### config.mk
export PLATFORM = sky130hd
export DESIGN_NAME = io_flag_unit
export DESIGN_NICKNAME = d
export VERILOG_FILES = /design/src/rtl/io_pkg.sv /design/src/rtl/io_sync_fifo.sv /design/src/rtl/io_flag_unit.sv
export SDC_FILE = /design/constraint.sdc
export NUM_CORES = 1
export LEC_CHECK = 0
export ABC_CLOCK_PERIOD_IN_PS = 9550
export BUFFER_PORTS_ARGS = -buffer_cell sky130_fd_sc_hd__buf_2
export CORE_MARGIN = 5
export CORE_UTILIZATION = 50
export CTS_CLUSTER_SIZE = 28
export DETAILED_ROUTE_END_ITERATION = 7
export MAX_ROUTING_LAYER = met4
export PLACE_DENSITY = 0.7
export SLEW_MARGIN = 20
export SYNTH_ARGS = -nofsm -noshare
export SYNTH_HDL_FRONTEND = slang
export SYNTH_SLANG_ARGS = --single-unit
export TNS_END_PERCENT = 30
### constraint.sdc
create_clock -name clk -period 9.55 [get_ports clk]
set_input_delay 1.91 -clock clk [delete_from_list [all_inputs] [get_ports clk]]
set_output_delay 1.91 -clock clk [all_outputs]
set_load 0.01 [all_outputs]
### src/rtl/io_pkg.sv
// Shared defaults and helpers for the I/O flag unit: character width, FIFO
// depth defaults, pointer-width function and the IEN/R next-state op codes.
package io_pkg;

  localparam int DATA_W_DEF    = 8;
  localparam int IN_DEPTH_DEF  = 4;
  localparam int OUT_DEPTH_DEF = 4;

  // Next-state actions for the IEN and R flip-flops. The priority between
  // them is resolved in io_flag_unit (clear always beats set).
  localparam logic [1:0] FLAG_HOLD = 2'b00;
  localparam logic [1:0] FLAG_SET  = 2'b01;
  localparam logic [1:0] FLAG_CLR  = 2'b10;

  // Pointer width for a power-of-two FIFO; a depth of 1 still needs one bit.
  function automatic int ptr_w(input int depth);
    return (depth > 1) ? $clog2(depth) : 1;
  endfunction

endpackage

### src/rtl/io_sync_fifo.sv
// Synchronous FIFO with a registered head. The head register only changes
// when the FIFO will be non-empty, so an emptied FIFO keeps showing the last
// entry it delivered (zero after reset). Push while full and pop while empty
// are ignored, so callers may connect raw request strobes.
module io_sync_fifo
  import io_pkg::*;
#(
  parameter int WIDTH = DATA_W_DEF,
  parameter int DEPTH = IN_DEPTH_DEF
) (
  input  logic                      clk,
  input  logic                      reset,
  input  logic                      push,
  input  logic [WIDTH-1:0]          wdata,
  input  logic                      pop,
  output logic                      full,
  output logic                      empty,
  output logic [WIDTH-1:0]          head,
  output logic [ptr_w(DEPTH):0]     count
);

  localparam int PW = ptr_w(DEPTH);
  localparam int CW = PW + 1;

  logic [WIDTH-1:0] mem [DEPTH];
  logic [PW-1:0]    wr_ptr;
  logic [PW-1:0]    rd_ptr;
  logic [PW-1:0]    rd_ptr_nxt;
  logic [CW-1:0]    cnt;
  logic [CW-1:0]    cnt_nxt;
  logic [WIDTH-1:0] head_q;
  logic [WIDTH-1:0] head_nxt;
  logic             push_ok;
  logic             pop_ok;

  assign full    = (cnt == CW'(DEPTH));
  assign empty   = (cnt == '0);
  assign push_ok = push && !full;
  assign pop_ok  = pop && !empty;
  assign head    = head_q;
  assign count   = cnt;

  // Next read pointer, occupancy and head value; a write landing in the slot
  // that becomes the head is forwarded because memory is not yet updated.
  always_comb begin
    rd_ptr_nxt = pop_ok ? rd_ptr + PW'(1) : rd_ptr;
    cnt_nxt    = cnt + CW'(push_ok) - CW'(pop_ok);
    head_nxt   = head_q;
    if (cnt_nxt != '0) begin
      if (push_ok && (wr_ptr == rd_ptr_nxt)) begin
        head_nxt = wdata;
      end else begin
        head_nxt = mem[rd_ptr_nxt];
      end
    end
  end

  // Pointers, occupancy and visible head; pointers wrap at the power-of-two depth.
  always_ff @(posedge clk) begin
    if (reset) begin
      wr_ptr <= '0;
      rd_ptr <= '0;
      cnt    <= '0;
      head_q <= '0;
    end else begin
      if (push_ok) wr_ptr <= wr_ptr + PW'(1);
      rd_ptr <= rd_ptr_nxt;
      cnt    <= cnt_nxt;
      head_q <= head_nxt;
    end
  end

  // Storage array; contents are meaningless until written, so no reset.
  always_ff @(posedge clk) begin
    if (push_ok) mem[wr_ptr] <= wdata;
  end

endmodule

### src/rtl/io_flag_unit.sv
// Keyboard/display I/O block: input FIFO behind INPR/FGI, output FIFO behind
// OUTR/FGO, plus the IEN and interrupt-request (R) flip-flops.
// Optional macro IO_ERR_EN adds sticky overflow flags in_ovf/out_ovf and an
// err_clr input; without it, dropped bytes are silent.
module io_flag_unit
  import io_pkg::*;
#(
  parameter int DATA_W    = DATA_W_DEF,
  parameter int IN_DEPTH  = IN_DEPTH_DEF,
  parameter int OUT_DEPTH = OUT_DEPTH_DEF
) (
  input  logic              clk,
  input  logic              reset,
  input  logic              kbd_valid,
  input  logic [DATA_W-1:0] kbd_data,
  output logic              kbd_ready,
  output logic [DATA_W-1:0] inpr_outdata,
  output logic              fgi_outdata,
  input  logic              inp_ack,
  input  logic              out_load,
  input  logic [DATA_W-1:0] out_indata,
  output logic              fgo_outdata,
  output logic              disp_valid,
  output logic [DATA_W-1:0] disp_data,
  input  logic              disp_ready,
  input  logic              ion,
  input  logic              iof,
  output logic              ien_outdata,
  input  logic              instr_boundary,
  input  logic              int_ack,
`ifdef IO_ERR_EN
  input  logic              err_clr,
  output logic              in_ovf,
  output logic              out_ovf,
`endif
  output logic              r_outdata
);

  logic                     in_full;
  logic                     in_empty;
  logic [ptr_w(IN_DEPTH):0] in_count;
  logic                     out_full;
  logic                     out_empty;
  logic [ptr_w(OUT_DEPTH):0] out_count;
  logic                     ien_q;
  logic                     r_q;
  logic [1:0]               ien_op;
  logic [1:0]               r_op;
  logic                     unused_counts;

  io_sync_fifo #(.WIDTH(DATA_W), .DEPTH(IN_DEPTH)) u_in_fifo (
    .clk   (clk),
    .reset (reset),
    .push  (kbd_valid),
    .wdata (kbd_data),
    .pop   (inp_ack),
    .full  (in_full),
    .empty (in_empty),
    .head  (inpr_outdata),
    .count (in_count)
  );

  io_sync_fifo #(.WIDTH(DATA_W), .DEPTH(OUT_DEPTH)) u_out_fifo (
    .clk   (clk),
    .reset (reset),
    .push  (out_load),
    .wdata (out_indata),
    .pop   (disp_ready),
    .full  (out_full),
    .empty (out_empty),
    .head  (disp_data),
    .count (out_count)
  );

  // Occupancy is not needed at this level; fold it into a named sink.
  assign unused_counts = ^{in_count, out_count};

  assign kbd_ready   = !in_full;
  assign fgi_outdata = !in_empty;
  assign fgo_outdata = !out_full;
  assign disp_valid  = !out_empty;
  assign ien_outdata = ien_q;
  assign r_outdata   = r_q;

  // Priority-resolve the IEN and R actions; int_ack clears both above any set.
  always_comb begin
    ien_op = FLAG_HOLD;
    r_op   = FLAG_HOLD;
    if (int_ack) begin
      ien_op = FLAG_CLR;
    end else if (iof) begin
      ien_op = FLAG_CLR;
    end else if (ion) begin
      ien_op = FLAG_SET;
    end
    if (int_ack) begin
      r_op = FLAG_CLR;
    end else if (instr_boundary && ien_q && (fgi_outdata || fgo_outdata)) begin
      r_op = FLAG_SET;
    end
  end

  // IEN and R registers; R stays set until acknowledged even if flags drop.
  always_ff @(posedge clk) begin
    if (reset) begin
      ien_q <= 1'b0;
      r_q   <= 1'b0;
    end else begin
      case (ien_op)
        FLAG_SET: ien_q <= 1'b1;
        FLAG_CLR: ien_q <= 1'b0;
        default:  ien_q <= ien_q;
      endcase
      case (r_op)
        FLAG_SET: r_q <= 1'b1;
        FLAG_CLR: r_q <= 1'b0;
        default:  r_q <= r_q;
      endcase
    end
  end

`ifdef IO_ERR_EN
  // Sticky overflow flags; a new overflow in the same cycle as err_clr wins.
  always_ff @(posedge clk) begin
    if (reset) begin
      in_ovf  <= 1'b0;
      out_ovf <= 1'b0;
    end else begin
      if (kbd_valid && in_full) begin
        in_ovf <= 1'b1;
      end else if (err_clr) begin
        in_ovf <= 1'b0;
      end
      if (out_load && out_full) begin
        out_ovf <= 1'b1;
      end else if (err_clr) begin
        out_ovf <= 1'b0;
      end
    end
  end
`endif

endmodule

* Yosys cells after proc, flatten, opt, wreduce, memory -nomap -nowiden *
Memories as Yosys holds them, arrays and structs flattened. A register that Yosys moved wholly into a read port is not among the register bits.
Index checks and enable logic that the tools add are counted.

storage, ports and cells
  input port bits = 26
  bits in writable memories = 64
  flip-flop bits (word level) = 16
  memories = 2
  logic and storage cells = 54

memories
  memory          words  bits a word  rd ports  clocked after Yosys merged registers in  wr ports  line                source
  u_in_fifo.mem   4      8            1         1                                        1         io_sync_fifo.sv:25  logic [WIDTH-1:0] mem [DEPTH];
  u_out_fifo.mem  4      8            1         1                                        1         io_sync_fifo.sv:25

operators by class
  $add $sub $neg = 8
  equality and inequality tests = 6
  muxes and demuxes = 13
  reductions and logical operators = 17

operators by type and width
  kind                 number
  $mux 2               5
  $add 2x1->2 const B  4
  $add 3x1->3          2
  $eq 3x3->1 const B   2
  $logic_and 1x1->1    6
  $logic_not 3->1      2
  $mux 1               6
  $reduce_bool 3->1    2
  $sub 3x1->3          2
  $eq 2x1->1 const B   2
  $eq 2x2->1 const B   2
  $logic_not 1->1      4
  $pmux 1 s2           2
  $reduce_bool 2->1    2
  $logic_or 1x1->1     1

* Logic depth before layout (Yosys ltp) *
  depth in word-level cells = 8
  gate-level depth with buffers = 15

* By module *
A second synthesis with hierarchy kept.

second synthesis, totals
  cell total of the unflattened synthesis = 310
  area, all modules = 4640.7 µm²

modules (own cells, without submodules)
  module                     cells each  area each (µm²)  sequential area each (µm²)  instances
  io_sync_fifo (u_out_fifo)  148         2285.9           1261.2                      1
  io_sync_fifo (u_in_fifo)   146         2248.4           1261.2                      1
  io_flag_unit               16          106.4            40.0                        1

* Least setup slack after synthesis *
No wires, ideal clock.

  path type = input-to-reg
  start = input disp_ready
  end = register u_out_fifo.head_q[0] (netlist: u_out_fifo.head[0]) (read register of u_out_fifo.mem)
  stages = 15
  data required time = 9424 ps
  slack = 5114 ps
  arrival time = 4310 ps
  library setup time = 126 ps
  cells stage by stage = o31ai_1 > buf_4 > buf_4 > inv_1 > ha_1 > inv_1 > ha_1 > inv_1 > fa_1 > nor2b_1 > a21oi_1 > and4_1 > buf_2 > a22oi_1 > o21ai_0

on the way
  cells in the longest elaborated chain, start to end = 3
  elaborated cells on any way between the ends = 4
  those cells by class = 1 x add/sub; 1 x mux; 2 x reduce/logical

ends and longest elaborated chain
  item                 line                source
  start, declared      io_flag_unit.sv:25  input logic disp_ready,
  $logic_and 1x1->1 *  io_sync_fifo.sv:39  assign pop_ok = pop && !empty;
  $sub 3x1->3          io_sync_fifo.sv:47  cnt_nxt = cnt + CW'(push_ok) - CW'(pop_ok);
  $reduce_bool 3->1    io_sync_fifo.sv:49  if (cnt_nxt != '0) begin
  end, declared        io_sync_fifo.sv:31  logic [WIDTH-1:0] head_q;

Mark *: on every way between the ends. The rest lies on a longest branch, timed or not.
A chain may end at the register's enable or synchronous reset.

* Final worst setup path *
  start = input inp_ack
  end = register u_in_fifo.head_q[3] (netlist: u_in_fifo.head[3]) (read register of u_in_fifo.mem)

on the way
  cells in the longest elaborated chain, start to end = 3
  elaborated cells on any way between the ends = 4
  those cells by class = 1 x add/sub; 1 x mux; 2 x reduce/logical

ends and longest elaborated chain
  item                 line                source
  start, declared      io_flag_unit.sv:19  input logic inp_ack,
  $logic_and 1x1->1 *  io_sync_fifo.sv:39
  $sub 3x1->3          io_sync_fifo.sv:47
  $reduce_bool 3->1    io_sync_fifo.sv:49
  end, declared        io_sync_fifo.sv:31

Marked as above.

==> flow_summary.toml <==
[finish]
drive_gt1_share_pct = 22.0
nets = 423
synthToLayoutAreaGrowth_pct = 10.6
num_antenna_cells = 0

[critical_path]
cp-start-kind = "input pin"
crit_chain = "buf_2 -> o31ai_4 -> inv_4 -> ha_1 -> inv_1 -> ha_1 -> fa_1 -> xor3_1 -> a21o_1 -> a31oi_4 -> o2111a_1 -> a221o_1"
rr_worst_depth = 11
cpPeakStageDelay_ns = 0.41
criticalPathCategory = "input pin to flop"
crit_slowest_cell = "xor3_1"
reg2reg_slack_ns = 5.89
cp_max_fo = 18
critPathRequiredTime_ns = 9.85
cp-end-kind = "flop"
cp.arrival_ns = 4.68
critPathMostFrequentCell = "ha_1"

[route]
via_count = 2868
routedWlPerCell_um = 17.5
dr.max_layer_used = "met4"
dr_wl_met3_um = 348
drc = 0
final_antenna_net_count = 0
wl_met2_um = 4420
vias_per_cell = 5.79
dr.pass1.iters = 4
drtIter0Drc = 130
drt_wl_total_um = 8670
met1_length_um = 3810

[die]
fp.dieH_um = 105
start_util_pct = 51.7
design.core.area_um2 = 8810
row_count = 34
die_area_um2 = 11100
io_pins = 48
die_w_um = 105

[clock_tree]
cts_setup_buffers = 0
path_clk_slew_ns = 0.09
numCtsBuffers = 9
h-tree-depth = 3
cts_sinks = 96
cts-hold-fix-buffers = 0
cts_tree = "done"
cts_max_path_buffers = 2
post_cts_resized = 0
insertion_delay_ns = 0.36
cts-root-buf = "clkbuf_8"

[outcome]
status = "completed"

[global_routing]
antenna_found_initial = 0
grt_pass1_vias = 2957
grt_usage_pct = 16.6
overflow = 0
grt_max_degree = 36
grt_pass1_wl_um = 14300

[timing]
fin_skew_ns = 0.00936
fin_crit_sh_pct = 45.8
finalHoldViolCount = 0
setup_viol = 0
max_freq_mhz = 229
finalSetupTns_ns = 0
grt_setup_unrepaired = "no"
worst_slew_pin_slew_ns = 1.11
drv_slew = 0
fin_crit_ns = 4.37
worst_slack_ns = 5.18
slew_headroom_pct = 25.7

[logic_synthesis]
ys_seq_elements = 96
avgSynthCellArea_um2 = 13.2
synthTopCellsByArea = "edfxtp_1 (42%), dfxtp_1 (14%), mux4_2 (6.9%)"
syn_area_um2 = 4550
synthesis.nets = 385
ys_seq_area_share_pct = 56.3
syn_inst = 344
synth_cell_types = 46
synth.top_cell.area_share_pct = 42.2
synth_warnings = 0
synth_top_cell_by_area = "edfxtp_1"

[hold_path]
hold_path_class = "flop to flop"
hold_depth = 2

[place]
io_buffers = 47
gp_congestion = 0.773
dp_slack_ns = 4.80
dp_hpwl_um = 5970

[power_and_ir_drop]
ir_drop_mv = 0.157
p_leak_nw = 1.81
p_total_mw = 1.38
power_density_nw_per_um2 = 274

[job]
drv_cap = 0
-- path summary, 6_finish.rpt --
path / from / end
worst max-delay path: inp_ack / u_in_fifo.head[3]
worst min-delay path: u_out_fifo.head[4] / u_out_fifo.head[4]
worst max register to register: u_in_fifo.count[2] / u_in_fifo.head[3]
worst min register to register: u_out_fifo.head[4] / u_out_fifo.head[4]
-- flip-flops by register name (all words and copies together), names as in the netlist --
name               count
ien_outdata            1
r_outdata              1
u_in_fifo.count        3
u_in_fifo.head         8
u_in_fifo.mem         32
u_in_fifo.rd_ptr       2
u_in_fifo.wr_ptr       2
u_out_fifo.count       3
u_out_fifo.head        8
u_out_fifo.mem        32
u_out_fifo.rd_ptr      2
u_out_fifo.wr_ptr      2
-- report_power, final --
group          switching [mW]  internal (mW)  leakage [nW]
logic                   0.259          0.252         0.864
registers              0.0902          0.523         0.851
clock network           0.136          0.118        0.0910
-- worst max-delay path, delay by kind of cell --
family	cells	cell delay, ns
AO/OA/AOI/OAI	5	1.09
buffers and inverters	3	0.38
adder cells (fa/ha/maj)	3	0.89
XOR/XNOR	1	0.41
-- logic make-up (layout without fill, tap and decap cells) --
group / Yosys count / count (layout) / synth area share, %
buf+inv: 35 / 78 / 3.46
flops: 96 / 96 / 56.3
compound gates: 63 / 63 / 10.7
simple gates: 90 / 90 / 10.1
fa+ha+maj: 15 / 15 / 4.45
xor+xnor: 13 / 13 / 4.07
mux: 32 / 32 / 10.9
-- cells in the final DEF (no fill, tap or decap), types with 3 or more instances in the layout --
cell       n
mux4_2    14
a21oi_1   13
nand3_1    3
edfxtp_1  64
mux2i_1   18
nor2b_1    5
clkbuf_8  10
and2_1     5
nor3_1    17
nor3b_1    8
a221o_1    8
dfxtp_1   32
nand2_1   13
o2111a_1   8
a22oi_1    8
xnor3_1    3
buf_2     47
xnor2_1    7
inv_1     13
nor2_1    28
ha_1      13
and3_1     4
o21ai_0   16
-- cell type report --
| class | instances | area, um2 |
|---|---|---|
| well taps | 108 | 135 |
| clock inverters | 3 | 23.8 |
| inverters | 14 | 55.1 |
| flip-flops and latches | 96 | 2560 |
| fillers | 715 | 3770 |
| multi-input cells | 213 | 1840 |
| repair buffers | 48 | 243 |
| clock buffers | 13 | 170 |
-- synth_stat cells, drive strengths merged --
| master | count |
|---|---|
| edfxtp | 64 |
| dfxtp | 32 |
| nor2 | 29 |
| mux2i | 18 |
| nor3 | 18 |
| o21ai | 16 |
| inv | 14 |
| mux4 | 14 |
| a21oi | 13 |
| buf | 13 |
| ha | 13 |
| nand2 | 13 |
| a221o | 8 |
| a22oi | 8 |
| clkbuf | 8 |
| nor3b | 8 |
| o2111a | 8 |
| xnor2 | 7 |
| and2 | 5 |
| nor2b | 5 |
| and3 | 4 |
| xnor3 | 4 |
| nand3 | 3 |
| a31oi | 2 |
| fa | 2 |
| o311a | 2 |
| o31ai | 2 |
| or3 | 2 |
| a21boi | 1 |
| a21o | 1 |
| a311o | 1 |
| and4 | 1 |
| o211ai | 1 |
| or2 | 1 |
| or3b | 1 |
| xor2 | 1 |
| xor3 | 1 |
-- through the flow --
| stage | cells | hold slack (ns) | area (um2) | util, % |
|---|---|---|---|---|
| final | 495 | 0.484 | 5030 | 57.2 |
| after global routing | 495 | 0.523 | 5030 | 57.2 |
| after CTS | 495 | 0.488 | 5030 | 57.2 |
| after detailed placement | 479 | 0.463 | 4840 | 55.0 |
| after global placement | 479 | 0.455 | 4840 | 55.0 |
| after floorplan | 344 | 0.517 | 4550 | - |
-- routing by layer --
layer	global-route usage [%]	vias to the layer above
li1	-	1383
met1	19.8	1405
met5	-	-
met3	3.67	10
met4	5.34	0
met2	28.1	70
Power figures use the tool's default switching activity.
